<file path="src/rtl/snk_upload_pkg.sv">
// ---------------------------------------------------------------------------
// snk_upload_pkg
// Shared definitions for the ioctl save-RAM upload server:
//   upl_state_t    : read-server state machine encoding
//   UPL_INDEX_DEF  : default ioctl_index served by the upload block
//   OOR_FILL       : byte returned for addresses beyond the save RAM
// ---------------------------------------------------------------------------
package snk_upload_pkg;

   typedef enum logic [1:0] {
      IDLE = 2'd0,
      ARB  = 2'd1,
      READ = 2'd2,
      CAPT = 2'd3
   } upl_state_t;

   localparam logic [7:0] UPL_INDEX_DEF = 8'd4;
   localparam logic [7:0] OOR_FILL      = 8'hFF;

endpackage

</file>
<file path="src/rtl/upl_quiet_timer.sv">
// ---------------------------------------------------------------------------
// upl_quiet_timer
// Autosave quiet-period timer. Every kick reloads the counter to QUIET_CYC.
// The counter then decrements once per cycle until it reaches zero.
// Only instantiated when SNK_UPLOAD_AUTOSAVE_EN is defined.
//
// Ports
//   i_clk    in   system clock
//   RESETn   in   asynchronous active-low reset
//   kick     in   reload the counter (a write to the save RAM happened)
//   clear    in   drop the counter to zero (upload has started)
//   expired  out  the counter reaches zero at the next edge, or is already
//                 zero, and no kick is pending this cycle
// ---------------------------------------------------------------------------
module upl_quiet_timer #(
   parameter logic [23:0] QUIET_CYC = 24'd5_360_000
) (
   input  logic i_clk,
   input  logic RESETn,
   input  logic kick,
   input  logic clear,
   output logic expired
);

   logic [23:0] cnt_q;

   always_ff @(posedge i_clk or negedge RESETn) begin
      if (!RESETn) begin
         cnt_q <= '0;
      end else if (kick) begin
         cnt_q <= QUIET_CYC;
      end else if (clear) begin
         cnt_q <= '0;
      end else if (cnt_q != '0) begin
         cnt_q <= cnt_q - 24'd1;
      end
   end

   // Flagged one cycle early (count of 1) so the request register rises on
   // the same edge on which the count reaches zero.
   assign expired = !kick && (cnt_q <= 24'd1);

endmodule

</file>
<file path="src/rtl/ioctl_upload_server.sv">
// ---------------------------------------------------------------------------
// ioctl_upload_server
// Serves HPS ioctl upload byte requests for index UPL_INDEX from the core's
// save RAM, arbitrating with the core for the RAM read port. Raises
// ioctl_upload_req on an explicit save request and, when the macro
// SNK_UPLOAD_AUTOSAVE_EN is defined, after a quiet period following core
// writes to the save RAM.
//
// Ports
//   i_clk             in   system clock (53.6 MHz)
//   RESETn            in   asynchronous active-low reset
//   ioctl_upload      in   HPS upload in progress
//   ioctl_rd          in   HPS byte request (one-cycle pulse)
//   ioctl_index       in   current transfer index
//   ioctl_addr        in   byte address requested by the HPS
//   ioctl_din         out  byte returned to the HPS (held between requests)
//   ioctl_wait        out  stalls the HPS until ioctl_din is valid
//   ioctl_upload_req  out  asks the HPS to start an upload
//   save_req          in   explicit save request (one-cycle pulse)
//   core_busy         in   core owns the RAM port this cycle
//   core_wr           in   core write strobe into the save RAM (snooped)
//   mem_addr          out  save RAM read address
//   mem_rd            out  save RAM read strobe
//   mem_q             in   save RAM data, valid one cycle after mem_rd
//   saving            out  a matching upload is active
//
// Configuration
//   SNK_UPLOAD_AUTOSAVE_EN  enables dirty tracking and the quiet timer
// ---------------------------------------------------------------------------
module ioctl_upload_server
   import snk_upload_pkg::*;
#(
   parameter int          ADDR_W    = 10,
   parameter logic [7:0]  UPL_INDEX = UPL_INDEX_DEF,
   parameter logic [23:0] QUIET_CYC = 24'd5_360_000
) (
   input  logic              i_clk,
   input  logic              RESETn,
   input  logic              ioctl_upload,
   input  logic              ioctl_rd,
   input  logic [7:0]        ioctl_index,
   input  logic [24:0]       ioctl_addr,
   output logic [7:0]        ioctl_din,
   output logic              ioctl_wait,
   output logic              ioctl_upload_req,
   input  logic              save_req,
   input  logic              core_busy,
   input  logic              core_wr,
   output logic [ADDR_W-1:0] mem_addr,
   output logic              mem_rd,
   input  logic [7:0]        mem_q,
   output logic              saving
);

   upl_state_t        state_q, state_d;
   logic [24:0]       addr_q, addr_d;
   logic [7:0]        din_q, din_d;
   logic              wait_q, wait_d;
   logic              mem_rd_q, mem_rd_d;
   logic [ADDR_W-1:0] mem_addr_q, mem_addr_d;
   logic              req_q, req_d;
   logic              saving_q;

   logic idx_match;
   logic rd_hit;
   logic addr_oor;
   logic autosave_fire;

   assign idx_match = ioctl_upload && (ioctl_index == UPL_INDEX);
   assign rd_hit    = ioctl_rd && idx_match;
   // Any address bit above the RAM width set means the byte does not exist.
   assign addr_oor  = |addr_q[24:ADDR_W];

   // ------------------------------------------------------------------------
   // Autosave: dirty flag plus quiet timer
   // ------------------------------------------------------------------------
`ifdef SNK_UPLOAD_AUTOSAVE_EN
   logic upload_start;
   logic dirty_q;
   logic quiet_expired;

   assign upload_start = idx_match && !saving_q;

   upl_quiet_timer #(
      .QUIET_CYC (QUIET_CYC)
   ) u_quiet_timer (
      .i_clk   (i_clk),
      .RESETn  (RESETn),
      .kick    (core_wr),
      .clear   (upload_start),
      .expired (quiet_expired)
   );

   // A write during an upload re-dirties the RAM so another save follows.
   always_ff @(posedge i_clk or negedge RESETn) begin
      if (!RESETn) begin
         dirty_q <= 1'b0;
      end else if (core_wr) begin
         dirty_q <= 1'b1;
      end else if (upload_start) begin
         dirty_q <= 1'b0;
      end
   end

   // Level-sensitive so a save that fell due during an upload is raised
   // again once that upload ends.
   assign autosave_fire = quiet_expired && dirty_q;
`else
   logic unused_core_wr;

   assign unused_core_wr = core_wr;
   assign autosave_fire  = 1'b0;
`endif

   // ------------------------------------------------------------------------
   // Upload request: set by save/autosave, cleared once a matching upload
   // is seen (clear wins so a request never outlives the upload it asked for)
   // ------------------------------------------------------------------------
   always_comb begin
      req_d = req_q;
      if (save_req || autosave_fire) begin
         req_d = 1'b1;
      end
      if (idx_match) begin
         req_d = 1'b0;
      end
   end

   // ------------------------------------------------------------------------
   // Read server state machine
   // ------------------------------------------------------------------------
   always_ff @(posedge i_clk or negedge RESETn) begin
      if (!RESETn) begin
         state_q    <= IDLE;
         addr_q     <= '0;
         din_q      <= '0;
         wait_q     <= 1'b0;
         mem_rd_q   <= 1'b0;
         mem_addr_q <= '0;
         req_q      <= 1'b0;
         saving_q   <= 1'b0;
      end else begin
         state_q    <= state_d;
         addr_q     <= addr_d;
         din_q      <= din_d;
         wait_q     <= wait_d;
         mem_rd_q   <= mem_rd_d;
         mem_addr_q <= mem_addr_d;
         req_q      <= req_d;
         saving_q   <= idx_match;
      end
   end

   // mem_rd/mem_addr are registered on the ARB->READ edge, so the strobe is
   // high during READ and mem_q is valid during CAPT. The request address is
   // latched in IDLE so the whole transaction uses one address.
   always_comb begin
      state_d    = state_q;
      addr_d     = addr_q;
      din_d      = din_q;
      wait_d     = wait_q;
      mem_rd_d   = 1'b0;
      mem_addr_d = mem_addr_q;

      if (!ioctl_upload) begin
         state_d = IDLE;
         wait_d  = 1'b0;
      end else begin
         case (state_q)
            IDLE: begin
               if (rd_hit) begin
                  state_d = ARB;
                  wait_d  = 1'b1;
                  addr_d  = ioctl_addr;
               end
            end
            ARB: begin
               if (addr_oor) begin
                  din_d   = OOR_FILL;
                  wait_d  = 1'b0;
                  state_d = IDLE;
               end else if (!core_busy) begin
                  mem_addr_d = addr_q[ADDR_W-1:0];
                  mem_rd_d   = 1'b1;
                  state_d    = READ;
               end
            end
            READ: begin
               state_d = CAPT;
            end
            CAPT: begin
               din_d   = mem_q;
               wait_d  = 1'b0;
               state_d = IDLE;
            end
            default: begin
               state_d = IDLE;
            end
         endcase
      end
   end

   assign ioctl_din        = din_q;
   assign ioctl_wait       = wait_q;
   assign ioctl_upload_req = req_q;
   assign mem_addr         = mem_addr_q;
   assign mem_rd           = mem_rd_q;
   assign saving           = saving_q;

endmodule

</file>
<file path="config.mk">
export PLATFORM = sky130hd
export DESIGN_NAME = ioctl_upload_server
export DESIGN_NICKNAME = d
export VERILOG_FILES = /design/src/rtl/snk_upload_pkg.sv /design/src/rtl/upl_quiet_timer.sv /design/src/rtl/ioctl_upload_server.sv
export SDC_FILE = /design/constraint.sdc
export NUM_CORES = 1
export LEC_CHECK = 0
export CAP_MARGIN = 10
export CORE_UTILIZATION = 44
export CTS_CLUSTER_DIAMETER = 30
export DETAILED_ROUTE_END_ITERATION = 8
export PLACE_DENSITY = 0.79
export SYNTH_ARGS = -nofsm -noshare
export SYNTH_HDL_FRONTEND = slang
export SYNTH_SLANG_ARGS = --single-unit
</file>
<file path="constraint.sdc">
create_clock -name i_clk -period 2.3 [get_ports i_clk]
set_clock_uncertainty 0.1 [all_clocks]
set_input_delay 0.345 -clock i_clk [delete_from_list [all_inputs] [get_ports i_clk]]
set_output_delay 0.345 -clock i_clk [all_outputs]
set_load 0.01 [all_outputs]
</file>
# After elaboration in Yosys (flattened, before gate mapping)
# Index checks and enable logic that the tools add are counted.
dict set report op_classes {
  reduce_logical 11
  order_cmp 0
  div 0
  n_shift 0
  bitwise_logic 2
  n_addsub 0
  n_eq_ne 9
  n_mul 0
  muxes 17
}
# operator n
set op_table {}
lappend op_table {{one-hot mux 8 bit (2 select lines)} 1}
lappend op_table {{OR reduction 15 bit} 1}
lappend op_table {{two-way mux 1 bit} 9}
lappend op_table {{AND reduction 3 bit} 3}
lappend op_table {{== test 8 x 3 -> 1 bit (second input constant)} 1}
lappend op_table {{two-way mux 2 bit} 4}
lappend op_table {{two-way mux 8 bit} 1}
lappend op_table {{one-hot mux 2 bit (4 select lines)} 1}
lappend op_table {{inequality test 3 bit (second input constant)} 2}
lappend op_table {{== test 2 bit (second input constant)} 2}
lappend op_table {{inequality test 4 x 1 -> 1 bit (second input constant)} 1}
lappend op_table {{inequality test 4 bit (second input constant)} 1}
lappend op_table {{AND reduction 4 bit} 1}
lappend op_table {{nonzero test 2 bit} 2}
lappend op_table {{one-hot mux 1 bit (3 select lines)} 1}
lappend op_table {{== test 2 x 1 -> 1 bit (second input constant)} 1}
lappend op_table {{logical AND 1 bit} 2}
lappend op_table {{logical NOT 2 bit} 1}
lappend op_table {{inequality test 2 bit (second input constant)} 1}
lappend op_table {{inverter 1 bit} 2}
lappend op_table {{AND reduction 2 bit} 1}
dict set report totals {
  word_cells 47
  mem_bits_ro 0
  latchBits 0
  mem_bits_rw 0
  reg_bits 49
  n_memories 0
}

# Depth between registers and ports, before layout
# Gate-level depths: netlist (run 1).
dict set report logic_depth {
  ltp_word 6
  mapped_depth 5
  depth_no_buf 4
}

# Least setup slack after synthesis (run 1)
# OpenSTA, ideal clock, no wires.
dict set report synth_timing {
  kind {register to register}
  from {register addr_q[16]}
  to {register mem_addr_q[0] (netlist: mem_addr[0])}
  path_buffers 0
  t_required_ns 2.075
  slack_ns 0.419
  path_stages_with_launch 5
  t_arrival_ns 1.656
  path_cell_list {dfrtp_1 nor4_1 nand2_1 nor4_4 mux2_2}
}
dict set report synth_between {
  elab_chain_cells 3
}
# element line_no
set synth_lines {}
lappend synth_lines {{start: declaration} ioctl_upload_server.sv:56} ;# logic [24:0] addr_q, addr_d;
lappend synth_lines {{start signal: assignment} ioctl_upload_server.sv:144} ;# addr_q <= addr_d;
lappend synth_lines {{OR reduction 15 bit} ioctl_upload_server.sv:72} ;# assign addr_oor = |addr_q[24:ADDR_W];
lappend synth_lines {{inverter 1 bit (no line)} --}
lappend synth_lines {{AND reduction 4 bit (no line)} --}
lappend synth_lines {{end signal: assignment} ioctl_upload_server.sv:148} ;# mem_addr_q <= mem_addr_d;
lappend synth_lines {{end: declaration} ioctl_upload_server.sv:60} ;# logic [ADDR_W-1:0] mem_addr_q, mem_addr_d;
# No other way between the ends.
# A chain may end at the register's enable or synchronous reset.

# Worst setup path after layout (run 1)
dict set report layout_timing {
  from {register addr_q[16]}
  to {register mem_addr_q[7] (netlist: mem_addr[7])}
}
# Same word-level chain as after synthesis.

==> results of run 1 <==
==> cells in the mapped netlist <==
master	number
nand2_1	4
clkbuf_1	1
nor3_1	2
inv_1	10
mux2i_1	8
nor4_1	4
a211oi_1	1
nand4_1	1
o31ai_1	1
nor2_1	13
a21oi_1	4
nand3_1	2
nor4b_1	1
dfrtp_1	49
a21oi_2	1
and3_1	1
buf_2	2
nor4_4	1
nor4b_2	1
mux2_2	35
nor2b_1	1
and4_2	1
==> layout make-up <==
type / count / area, um2 / area share
sequential: 49 / 1230 / 0.432
timing repair buffer: 73 / 728 / 0.257
multi-input combinational: 82 / 701 / 0.247
clock buffer: 8 / 80.1 / 0.0282
tap: 52 / 65.1 / 0.0229
inverter: 10 / 37.5 / 0.0132
==> worst register-to-register path, stage by stage (launching register included) <==
cell	delay, ns
dfrtp_1	0.38
nor4_1	0.43
nand2_1	0.18
nor4_4	0.28
buf_12	0.18
mux2_2	0.33
==> state kept, by name, summed over array words and instances (netlist names) <==
name              count
ioctl_din             8
ioctl_upload_req      1
ioctl_wait            1
state_q               2
mem_rd                1
addr_q               25
mem_addr             10
saving                1
==> metal layers <==
metal / vias to the layer above / wire length (um) / GRT usage
met5: - / 0 / 0
met2: 56 / 2100 / 0.324
met3: 4 / 282 / 0.0687
li1: 657 / - / -
met4: 0 / 39 / 0.0544
met1: 664 / 1660 / 0.235
==> logic make-up (layout without fill, tap and decap cells) <==
family                 after synthesis  count (layout)  share of synthesized area
buffers and inverters               13              91                     0.0259
DFF                                 49              49                      0.620
muxes                               43              43                      0.240
AOI/OAI and AO/OA                    7               7                     0.0221
and+or+nand+nor                     32              32                     0.0923
==> report_power, final <==
group	switching [W]	internal (W)	leakage, nW
Sequential	0.00000653	0.000873	0.635
Combinational	0.0000451	0.0000852	0.657
Clock	0.000254	0.000216	0.0395
Total	0.000306	0.00117	1.33
==> stage by stage <==
stage	worst slack (ns)	cell area, um2	cells	util	power (W)
3_5_place_dp	0.132	2750	265	0.635	0.00103
3_3_place_gp	0.211	2750	265	0.635	0.00102
2_1_floorplan	0.419	1980	144	-	0.000920
6_report	0.316	2840	274	0.656	0.00148
4_1_cts	0.308	2840	274	0.656	0.00151
5_1_grt	0.223	2840	274	0.656	0.00155
==> worst paths after layout <==
| check | end | slack [ns] | cells past startpoint |
|---|---|---|---|
| hold / removal | mem_addr[1]$_DFFE_PN0P_ | 0.40 | 1 |
| setup reg to reg | mem_addr[7]$_DFFE_PN0P_ | 0.32 | 5 |
| setup / recovery | mem_addr[7]$_DFFE_PN0P_ | 0.32 | 5 |
| hold reg to reg | mem_addr[1]$_DFFE_PN0P_ | 0.40 | 1 |
| min in group asynchronous | ioctl_upload_req$_DFFE_PN0P_ | 0.41 | 2 |
| max in group asynchronous | mem_addr[1]$_DFFE_PN0P_ | 0.95 | 3 |
==> results.cfg, run 1 <==
[global_route]
grt_max_degree = 31
grt_pass1_vias = 1486
grt-ovfl-total = 0
antenna_found_initial = 0
grt_pass1_wl_um = 7110
grt.total_usage = 0.193

[floorplan]
dieWidth_um = 69.1
num_io_pins = 70
start_util = 0.457
rows = 24
die_h_um = 69.1
die_area_um2 = 4770
coreArea_um2 = 4320

[setup_path]
crit_type = reg2reg
crit_family = simple AND/OR/NAND/NOR gates
startpoint = addr_q[16]$_DFFE_PN0P_
worst-path-buf-inv = 1
crit_path_start_kind = flop
required_ns = 2.39
crit_arrival_ns = 2.07
slowest_stage = nor4_1
end_kind = flop
rr_startpoint = addr_q[16]$_DFFE_PN0P_
crit_chain = nor4_1 -> nand2_1 -> nor4_4 -> buf_12 -> mux2_2
cp_slowest_stage_delay_ns = 0.42
critPathMaxFanout = 10

[synthesis]
synth_top_area_share = 0.620
syn_nets = 192
yosysUniqueCellTypes = 22
syn_area_per_cell_um2 = 13.7
yosysSeqAreaShare = 0.620
syn_area_um2 = 1980
synthTopCellsByArea = dfrtp_1 62%, mux2_2 20%, mux2i_1 4.0%
synth_warnings = 0
ys_seq_elements = 49
postSynthCellCount = 144
synth_top_area_cell = dfrtp_1

[pwr]
ir_drop_mv = 0.397
power.density_nw_per_um2 = 521
cellLeakagePower_nw = 1.33

[routing]
routed_wl_um = 4080
drc = 0
drt_pass1_iterations = 4
first_iter_violations = 72
wl_per_cell_um = 14.9
ant_nets = 0
avgViaCountPerCell = 5.04
vias = 1381

[placed_design]
gp_congestion = 0.767
io_buffer_count = 68
dp_hpwl_um = 3100

[hold_path]
hp-class = reg2reg
worstHoldStart = addr_q[1]$_DFFE_PN0P_

[clock_network]
clock_latency_ns = 0.30
ctsResizeCount = 0
cts_htree_levels = 2
cts_buffers = 5
post-cts-setup-buffer-count = 0
cts_tree = done
cts_hold_buffers = 1
clockRootBuffer = clkbuf_8
clk_pin_slew_ns = 0.08
clockBufferDepth = 2
cts.sinks = 49

[flow_run]
maxCapViolCount = 0

[finish]
areaGrowthSynthToFinish_pct = 43.5
drive_above_1_share = 0.221
fin_nets = 269
fillers = 325
antenna_cells = 0
layout_common_cells = 67 x clkdlybuf4s50_1, 49 x dfrtp_1, 35 x mux2_2
final_common_cell = clkdlybuf4s50_1

[sta]
clock.fmax_mhz = 504
rsz0062_at_grt = no
finalCriticalPeriod_ns = 1.98
tns_ns = 0
slew_headroom = 0.606
hold_violations = 0
tightest_slew_ns = 0.591
setup_viol = 0
fin_crit_sh = 0.863
hold_slack_ns = 0.405
slew_viol_final = 0

[outcome]
status = finished, final reports clean
Note: power is estimated with default switching activity, not from simulation.
==> run 2: changes to the inputs <==
--- a/config.mk
+++ b/config.mk
@@ -7,7 +7,7 @@
 export LEC_CHECK = 0
 export CAP_MARGIN = 10
 export CORE_UTILIZATION = 44
-export CTS_CLUSTER_DIAMETER = 30
+export CTS_CLUSTER_DIAMETER = 120
 export DETAILED_ROUTE_END_ITERATION = 8
 export PLACE_DENSITY = 0.79
 export SYNTH_ARGS = -nofsm -noshare
==> results of run 2 <==
The final DEF is identical to that of run 1; final timing and power are the same.
